[src/rtl/vga_timing_gen.sv]
// VGA raster timing generator: pixel clock enable, X/Y counters, syncs and blanking.
// Ports: Clk, Reset (sync, active-high) in; VGA_CLK, VGA_HS, VGA_VS, VGA_BLANK_N,
//        VGA_SYNC_N, DrawX, DrawY, pix_en, frame_start out.
module vga_timing_gen #(
    parameter int H_VISIBLE = 640,
    parameter int H_FRONT   = 16,
    parameter int H_SYNC    = 96,
    parameter int H_TOTAL   = 800,
    parameter int V_VISIBLE = 480,
    parameter int V_FRONT   = 10,
    parameter int V_SYNC    = 2,
    parameter int V_TOTAL   = 525
) (
    input  logic       Clk,
    input  logic       Reset,
    output logic       VGA_CLK,
    output logic       VGA_HS,
    output logic       VGA_VS,
    output logic       VGA_BLANK_N,
    output logic       VGA_SYNC_N,
    output logic [9:0] DrawX,
    output logic [9:0] DrawY,
    output logic       pix_en,
    output logic       frame_start
);

    // Last counter values before wrap
    localparam logic [9:0] H_LAST = 10'(H_TOTAL - 1);
    localparam logic [9:0] V_LAST = 10'(V_TOTAL - 1);

    // Region bounds kept at 11 bits so a sync ending at 1024 still compares
    localparam logic [10:0] H_VIS = 11'(H_VISIBLE);
    localparam logic [10:0] H_SS  = 11'(H_VISIBLE + H_FRONT);
    localparam logic [10:0] H_SE  = 11'(H_VISIBLE + H_FRONT + H_SYNC);
    localparam logic [10:0] V_VIS = 11'(V_VISIBLE);
    localparam logic [10:0] V_SS  = 11'(V_VISIBLE + V_FRONT);
    localparam logic [10:0] V_SE  = 11'(V_VISIBLE + V_FRONT + V_SYNC);

    logic [9:0]  x;
    logic [9:0]  y;
    logic [9:0]  x_next;
    logic [9:0]  y_next;
    logic [10:0] xw;
    logic [10:0] yw;
    logic        pe;
    logic        vclk;
    logic        hs;
    logic        vs;
    logic        blank_n;
    logic        fs;
    logic        wrap_frame;

    assign wrap_frame = pe && (x == H_LAST) && (y == V_LAST);

    // Next counter values; only move on pixel-enable cycles
    always_comb begin
        x_next = x;
        y_next = y;
        if (pe) begin
            if (x == H_LAST) begin
                x_next = 10'd0;
                if (y == V_LAST) begin
                    y_next = 10'd0;
                end else begin
                    y_next = y + 10'd1;
                end
            end else begin
                x_next = x + 10'd1;
            end
        end
    end

    assign xw = {1'b0, x_next};
    assign yw = {1'b0, y_next};

    // Syncs and blanking derive from the next counts so they
    // line up with DrawX/DrawY on the same cycle
    always_ff @(posedge Clk) begin
        if (Reset) begin
            pe      <= 1'b0;
            vclk    <= 1'b0;
            x       <= 10'd0;
            y       <= 10'd0;
            hs      <= 1'b1;
            vs      <= 1'b1;
            blank_n <= 1'b1;
            fs      <= 1'b0;
        end else begin
            pe      <= ~pe;
            vclk    <= ~pe;
            x       <= x_next;
            y       <= y_next;
            hs      <= !((xw >= H_SS) && (xw < H_SE));
            vs      <= !((yw >= V_SS) && (yw < V_SE));
            blank_n <= (xw < H_VIS) && (yw < V_VIS);
            fs      <= wrap_frame;
        end
    end

    assign VGA_CLK     = vclk;
    assign VGA_HS      = hs;
    assign VGA_VS      = vs;
    assign VGA_BLANK_N = blank_n;
    assign VGA_SYNC_N  = 1'b0;
    assign DrawX       = x;
    assign DrawY       = y;
    assign pix_en      = pe;
    assign frame_start = fs;

endmodule

[config.mk]
export PLATFORM = sky130hd
export DESIGN_NAME = vga_timing_gen
export DESIGN_NICKNAME = d
export VERILOG_FILES = /design/src/rtl/vga_timing_gen.sv
export SDC_FILE = /design/constraint.sdc
export NUM_CORES = 1
export LEC_CHECK = 0
export CAP_MARGIN = 40
export CORE_MARGIN = 2
export CORE_UTILIZATION = 50
export DETAILED_ROUTE_END_ITERATION = 6
export GPL_TIMING_DRIVEN = 0
export PLACE_DENSITY = 0.79
export SETUP_SLACK_MARGIN = 0.15
export SYNTH_ARGS = -nofsm -noshare
export SYNTH_HDL_FRONTEND = slang
export SYNTH_SLANG_ARGS = --single-unit
[constraint.sdc]
create_clock -name Clk -period 2.93 [get_ports Clk]
set_input_delay 0.4395 -clock Clk [delete_from_list [all_inputs] [get_ports Clk]]
set_output_delay 0.4395 -clock Clk [all_outputs]
set_load 0.02 [all_outputs]
# == Yosys cells after proc, flatten, opt, wreduce, memory -nomap -nowiden ==
# Cells that the tools add are included.
# word_totals
reg_bits,25
output_inout_bits,27
# classes
addsub,2
magnitude_cmp,6
n_eq_ne,2
n_mux,5
bitwise_logic,1
reduce_logical,7
# op_table
operator,n
2-to-1 mux 10 bit,5
adder 10 x 1 -> 10 bit (second input constant),2
== test 10 bit (second input constant),2
less-than comparator 10 bit (second input constant),2
less-than comparator 10 x 9 -> 1 bit (second input constant),2
>= comparator 10 bit (second input constant),1
>= comparator 10 x 9 -> 1 bit (second input constant),1
logical AND 1 bit,5
logical NOT 1 bit,2
NOT 1 bit,1

# == Logic depth before layout (Yosys ltp) ==
# Gate-level depths: netlist of the first run.
# depth
depth_word,7
mapped_depth,8

# == Least setup slack after synthesis of the first run ==
# Ideal clock, no wire load.
# synth_timing
path_kind,register to register
start,register x[0] (netlist: DrawX[0])
end,register blank_n (netlist: VGA_BLANK_N)
setup_ns,0.116
arrival_ns,2.231
required_ns,2.814
setup_slack_ns,0.583
stages_incl_launch_ff,9
path_buffers,1
period_less_slack_ns,2.347
cell_sequence,dfxtp_1 -> ha_1 -> and4_2 -> and4_2 -> buf_6 -> nand4_1 -> xor2_1 -> or4_1 -> a41o_1
# synth_via
elab_chain_cells,5
elab_cells_between_ends,9
cone_classes,add/sub (1); order compare (2); eq/ne (1); mux (4); reduce/logical (1)
# synth_lines
item,line_no,source
start: declaration,39,logic [9:0] x;
start signal: assignment,91,x <= x_next;
adder 10 x 1 -> 10 bit / == test 10 bit (equally long branches),"68, 60",
2-to-1 mux 10 bit,60,if (x == H_LAST) begin
2-to-1 mux 10 bit,59,if (pe) begin
less-than comparator 10 bit / less-than comparator 10 x 9 -> 1 bit (equally long branches),95,blank_n <= (xw < H_VIS) && (yw < V_VIS);
logical AND 1 bit (*),95,
end signal: assignment,95,
end: declaration,49,logic blank_n;
# Mark *: on every way between the ends. The rest lies on a longest branch, timed or not.
# A chain may end at the register's enable or synchronous reset.

# == Worst setup path in the final report of the first run ==
# Same ends and word-level chain as after synthesis.

==> metrics, run 1 <==
run status finished clean; first-pass GRT wire length about 5.5 mm; post-CTS setup buffers 0; DRC Markers 0; Post-Synthesis Cells approximately 170; largest net degree at the start of global routing 15; Critical Path Source DrawX[0]$_SDFF_PP0_; Max-Cap Viols 0; drt wl/cell 13.35 um; post-synth net total around 180; WS Path Type reg2reg; most common cell after layout, fill and taps aside clkdlybuf4s50_1; commonest non-fill, non-tap cells in the layout 27 x clkdlybuf4s50_1, 25 x dfxtp_1, 17 x nor2_1; worst hold path type reg2reg; Final Hold Fails 0; Min Hold Slack between 0.5 and 0.6 ns; post-synthesis sequential area ratio between 30% and 40%; Mapped Area 0.001431 sq mm; final WL between 3 and 4 mm; FF-to-FF setup slack around 0.58 ns; Layout Area Growth over Synthesis 23.51%; total negative setup slack 0 ns; initial antenna violation count 0; gp weighted congestion around 0.84; crit path max fanout 10; I/O Pins 29; CTS tree yes; Placed Area about 0.0017 sq mm; FP Rows 19; Slew HR between 40% and 50%; Syn Area/Cell 8.322 sq um; worst setup path end VGA_BLANK_N$_SDFF_PP1_; synth top area cells dfxtp_1 35%, a21oi_1 4.5%, nor2_1 4.5%; Post-Synth Simple-Gate Area about a third; Critical Path Sink Type flip-flop; post-synthesis compound-gate area fraction between 10% and 20%; capturing point of the worst reg2reg path VGA_BLANK_N$_SDFF_PP1_; f_max ~420 MHz; CTS sink cnt 25; Top FF cell, synth dfxtp_1; clock latency on the worst-skew pair roughly 0.33 ns; post_cts resized 0; NumNets Final 209; Core Box Area approximately 0.0027 sq mm; Final period util around four fifths; Post-synth EDFFs 0; min-delay src DrawX[1]$_SDFF_PP0_; Global Route Usage Sum between 20% and 30%; Max Slew Vio Count 0; largest family of logic cells by synthesized area simple AND/OR/NAND/NOR gates; Yosys top cell by area dfxtp_1; Initial Util between 50% and 60%; RSZ-0062 raised after global routing false; Synth Area in Adders roughly 2.6%; Clk pin slew, worst setup/hold paths roughly 0.15 ns; Yosys Warn Count 0; post-route antenna net violation count 0; Worst VDD drop between 0.2 and 0.3 mV; Vias/cell 5.577; via count between 1000 and 1500; vias in the first global route ~1300; PortBufs 27; worst slew pin tran between 0.8 and 0.9 ns; CP arrival between 2 and 3 ns; Netlist cell types about 40; DP HPWL between 2 and 2.5 mm; Finished Cell Area 0.001768 sq mm; Critical Path RT between 3 and 4 ns; Min Clock Period, post-route ~2.4 ns; Power Density 309.2 mW/mm^2; gr ovfl total 0; crit start category flip-flop; Worst Reg-to-Reg Cells 8; Worst Skew 0.01196 ns; Setup Viol. Count Final 0; share of the synthesized area in the top cell type roughly a third; First-pass DRT Iterations 4; diode count 0; layout cells sized above 1 between 10% and 20%; die height between 50 and 60 um; Leak a little over 0.6 nW; number of synthesized register bits 25; TritonCTS buffer count 3; die area 0.003307 sq mm; root buffer cell clkbuf_4; Clock Path Buffers 2; Post-CTS Hold Buffers 0; H-tree depth 1; fraction of registers with async set/reset 0%; initial drt markers 40; Crit Reg-Reg Startpoint DrawX[0]$_SDFF_PP0_; xor and xnor fraction of the mapped netlist area ~7.3%; DIE WIDTH around 58 um; mux cell area share after synthesis 0%
area by class of cell:
cell class | count | area [sq um]
Fill cell | 244 | 965.9
Clock inverter | 1 | 5.005
Sequential cell | 25 | 500.5
Buffer | 15 | 110.1
Tap cell | 31 | 38.79
Multi-Input combinational cell | 128 | 805.8
Clock buffer | 3 | 22.52
Timing Repair Buffer | 27 | 270.3
Inverter | 4 | 15.01
power breakdown:
part / switching [mW] / leakage (nW) / total (mW) / internal (mW)
clock network: 0.112 / 0.0177 / 0.164 / 0.0512
logic: 0.0185 / 0.392 / 0.0352 / 0.0166
registers: 0.00422 / 0.202 / 0.348 / 0.344
through the flow:
stage	util (%)	instances	power (mW)	worst slack, ns
global route	64.67	234	0.5632	0.4370
detailed placement	63.66	230	0.3906	0.6022
global placement	63.66	230	0.3902	0.6079
finish	64.67	234	0.5466	0.5768
CTS	64.67	234	0.5499	0.5739
floorplan	-	172	0.3761	0.5829
synthesized netlist by cell type (2+ instances only):
library cell,count
buf_6,3
o21ai_0,8
and4_2,3
xor2_1,6
ha_1,3
dfxtp_1,25
inv_1,4
or3_1,4
nand2_1,13
nor3_1,12
a21oi_1,13
xnor2_1,6
nand2b_1,2
o211ai_1,3
nor2b_1,2
nor2_1,17
nand3_1,5
clkbuf_1,6
and3_1,2
nand4_1,9
buf_4,4
nor4_1,2
o32ai_1,2
per-layer routing:
metal  up-vias  part of all wire (%)  GRT usage, %
met5         -                     0             0
met4         0                   1.2         7.973
met3         4                   3.8         2.041
met2        38                    46         34.58
met1       585                    49         27.97
li1        678                     -             -
cell families after synthesis:
group | Yosys count
buffers and inverters | 19
DFF | 25
other | 1
AOI/OAI and AO/OA | 33
and+or+nand+nor | 79
xor gates and xnor gates | 12
adders and majority gates | 3
sequential cells by signal, indices dropped and copies added (netlist names):
register and cells:
frame_start 1, DrawY 10, VGA_BLANK_N 1, VGA_CLK 1, VGA_VS 1, DrawX 10
VGA_HS 1
worst min path at each step:
stage                                to  slack [ns]  cells after the start
finish              DrawX[1]$_SDFF_PP0_        0.54                      2
CTS                 DrawX[1]$_SDFF_PP0_        0.54                      2
floorplan           DrawY[3]$_SDFF_PP0_        0.51                      1
detailed placement  DrawX[1]$_SDFF_PP0_        0.52                      2
global route        DrawX[1]$_SDFF_PP0_        0.57                      2
global placement    DrawX[1]$_SDFF_PP0_        0.50                      2
worst max-delay path: stages (launching register included):
cell     delay, ns
dfxtp_1       0.44
ha_1          0.22
and4_2        0.30
and4_2        0.24
buf_6         0.13
nand4_1       0.11
xor2_1        0.19
or4_1         0.42
a41o_1        0.22
Note: power is estimated with default switching activity, not from simulation.
==> run 2, diff against run 1 <==
--- a/config.mk
+++ b/config.mk
@@ -7,10 +7,10 @@
 export LEC_CHECK = 0
 export CAP_MARGIN = 40
 export CORE_MARGIN = 2
-export CORE_UTILIZATION = 50
+export CORE_UTILIZATION = 46
 export DETAILED_ROUTE_END_ITERATION = 6
 export GPL_TIMING_DRIVEN = 0
-export PLACE_DENSITY = 0.79
+export PLACE_DENSITY = 0.77
 export SETUP_SLACK_MARGIN = 0.15
 export SYNTH_ARGS = -nofsm -noshare
 export SYNTH_HDL_FRONTEND = slang
==> constraint.sdc (replaced) <==
create_clock -name Clk -period 2 [get_ports Clk]
set_input_delay 0.3 -clock Clk [delete_from_list [all_inputs] [get_ports Clk]]
set_output_delay 0.3 -clock Clk [all_outputs]
set_load 0.02 [all_outputs]
==> run 2 against run 1 <==
Net effect: the run now ends with negative setup slack left; combinational power increased by 82%; clock power increased by 45%; critical path depth unchanged; sequential share of layout area decreased by 2.7 points; first-iteration DRC count increased by 73%.
==> metrics, run 2 (synthesis results as in run 1) <==
run status finished with violations; failing checks negative setup slack; drt wl/cell 15.04 um (+13%); Leak 0.7699 nW (+26%); diode count 0 (unchanged); Vias/cell 5.875 (+5.4%); Power Density 390.7 mW/mm^2 (+26%); Crit Reg-Reg Startpoint DrawX[5]$_SDFF_PP0_; most common cell after layout, fill and taps aside clkdlybuf4s50_1; Hold Crit Depth 2 (unchanged); final WL 3.865 mm (+24%); PortBufs 27 (unchanged); CP Cell Sequence buf_6 > nor4b_4 > and4_4 > buf_6 > nand4_1 > xor2_1 > or4_4 > a41o_1; Global Route Usage Sum 22.34% (+1.5 points); FP Rows 20 (+1); H-tree depth 1 (unchanged); Initial Util 47.67% (-4.7 points); fillers 264 (+8.2%); Setup Viol. Count Final 2 (+2); Worst Reg-to-Reg Cells 8 (unchanged); initial drt markers 69 (+73%); most used cell, CP buf_6; post-route antenna net violation count 0 (unchanged); crit start category flip-flop; DIE WIDTH 59.78 um (+4.0%); Multi-input gate area 877.1 sq um (+8.9%); DRC Markers 0 (unchanged); CP arrival 2.37 ns (-0.23 ns); layout cells sized above 1 31.25% (+21 points); Final Util 68.71% (+4.0 points); die height 59.78 um (+4.0%); vias in the first global route 1431 (+13%); Max Slew Vio Count 0 (unchanged); gr ovfl total 0 (unchanged); Critical Path RT 2.23 ns (-0.95 ns); Max-Cap Viols 0 (unchanged); initial antenna violation count 0 (unchanged); NumNets Final 230 (+10%); critical path's largest stage delay 0.43 ns (about the same); FF-to-FF setup slack -0.14 ns (-0.72 ns); CTS tree yes; First-pass DRT Iterations 4 (unchanged); Post-CTS Hold Buffers 0 (unchanged); commonest non-fill, non-tap cells in the layout 27 x clkdlybuf4s50_1, 23 x buf_4, 17 x nor2_1; I/O Pins 29 (unchanged); root buffer cell clkbuf_4; Layout Area Growth over Synthesis 44.14%; capturing point of the worst reg2reg path VGA_BLANK_N$_SDFF_PP1_; gp weighted congestion 0.8972 (+7.3%); Final period util 107.1% (+27 points); register area 529.3 sq um (+5.8%); Worst VDD drop 0.2776 mV (-7.5%); DP HPWL 2.420 mm (+6.8%); Min Clock Period, post-route 2.142 ns (-0.2108 ns); CTS sink cnt 25 (unchanged); f_max 466.8 MHz (+9.8%); crit path max fanout 4 (-6); RSZ-0062 raised after global routing true; min-delay src VGA_CLK$_SDFF_PP0_; clock latency on the worst-skew pair 0.32 ns (about the same); Clk pin slew, worst setup/hold paths 0.15 ns (about the same); TritonCTS buffer count 3 (unchanged); via count 1510 (+16%); Clock Path Buffers 2 (unchanged); Critical Path Sink Type flip-flop; Hold Path Sink VGA_CLK$_SDFF_PP0_; Worst Skew 0.009293 ns (-0.002666 ns); die area 0.003574 sq mm (+8.1%); worst hold path type reg2reg; Core Box Area 0.003003 sq mm (+9.8%); fin worst setup slack -0.1424 ns (-0.7192 ns); critical path's slowest cell or4_4; Min Hold Slack 0.5768 ns (+0.03918 ns); Final Hold Fails 0 (unchanged); first-pass GRT wire length 6.147 mm (+11%); total negative setup slack -0.1888 ns (-0.1888 ns); largest net degree at the start of global routing 16 (+1); WS Path Type reg2reg
## run 2: worst max-delay path, delay by kind of cell, from the launching register on
family	cells	cell delay (ns)
buffers and inverters	2	0.23
AOI/OAI and AO/OA	1	0.19
and+or+nand+nor	4	1.09
DFF	1	0.35
xor gates and xnor gates	1	0.18
## run 2: area by class of cell
class | instances | area share (%)
tap | 33 | 2.001
inverter | 4 | 0.7277
clock inverter | 1 | 0.3032
buffer | 15 | 6.428
timing repair buffer | 48 | 21.29
sequential | 25 | 25.65
multi-input combinational | 128 | 42.51
clock buffer | 3 | 1.092
## run 2: where the power goes
group,switching (mW),total [mW],internal (mW)
clock,0.160,0.238,0.0779
combinational,0.0338,0.0640,0.0302
sequential,0.00496,0.504,0.499
## run 2: worst max-delay path by stage
stage               cells after the start                endpoint                 from
floorplan                               8  VGA_BLANK_N$_SDFF_PP1_  DrawX[7]$_SDFF_PP0_
CTS                                     8  VGA_BLANK_N$_SDFF_PP1_  DrawX[5]$_SDFF_PP0_
global placement                        8  VGA_BLANK_N$_SDFF_PP1_  DrawX[7]$_SDFF_PP0_
detailed placement                      8  VGA_BLANK_N$_SDFF_PP1_  DrawX[7]$_SDFF_PP0_
finish                                  8  VGA_BLANK_N$_SDFF_PP1_  DrawX[5]$_SDFF_PP0_
global route                            8  VGA_BLANK_N$_SDFF_PP1_  DrawX[5]$_SDFF_PP0_
## run 2: through the flow
stage	total power [mW]	std cells	cell area [sq um]	worst slack [ns]
3_5_place_dp	0.5745	232	1763	-0.2761
6_report	0.8060	257	2063	-0.1424
5_1_grt	0.8435	257	2063	-0.2145
4_1_cts	0.8175	252	1968	-0.09552
3_3_place_gp	0.5725	232	1763	-0.2770
2_1_floorplan	0.5522	172	1451	-0.1962
## run 2: metal layers
metal  global-route usage [%]  vias to the layer above  wire [um]
met5                        0                        -          0
met4                    5.714                        0         55
met3                    1.948                        6        182
met2                    42.39                       57       2050
met1                    26.53                      726       1576
li1                         -                      721          -
## run 2: timing repair
| item | 4_1_cts | 5_1_grt |
|---|---|---|
| endpoints found under the setup margin | 15 | 11 |
| pin swaps | 11 | 7 |
| buffers inserted | 16 | 5 |
| gates resized for setup | 17 | 26 |
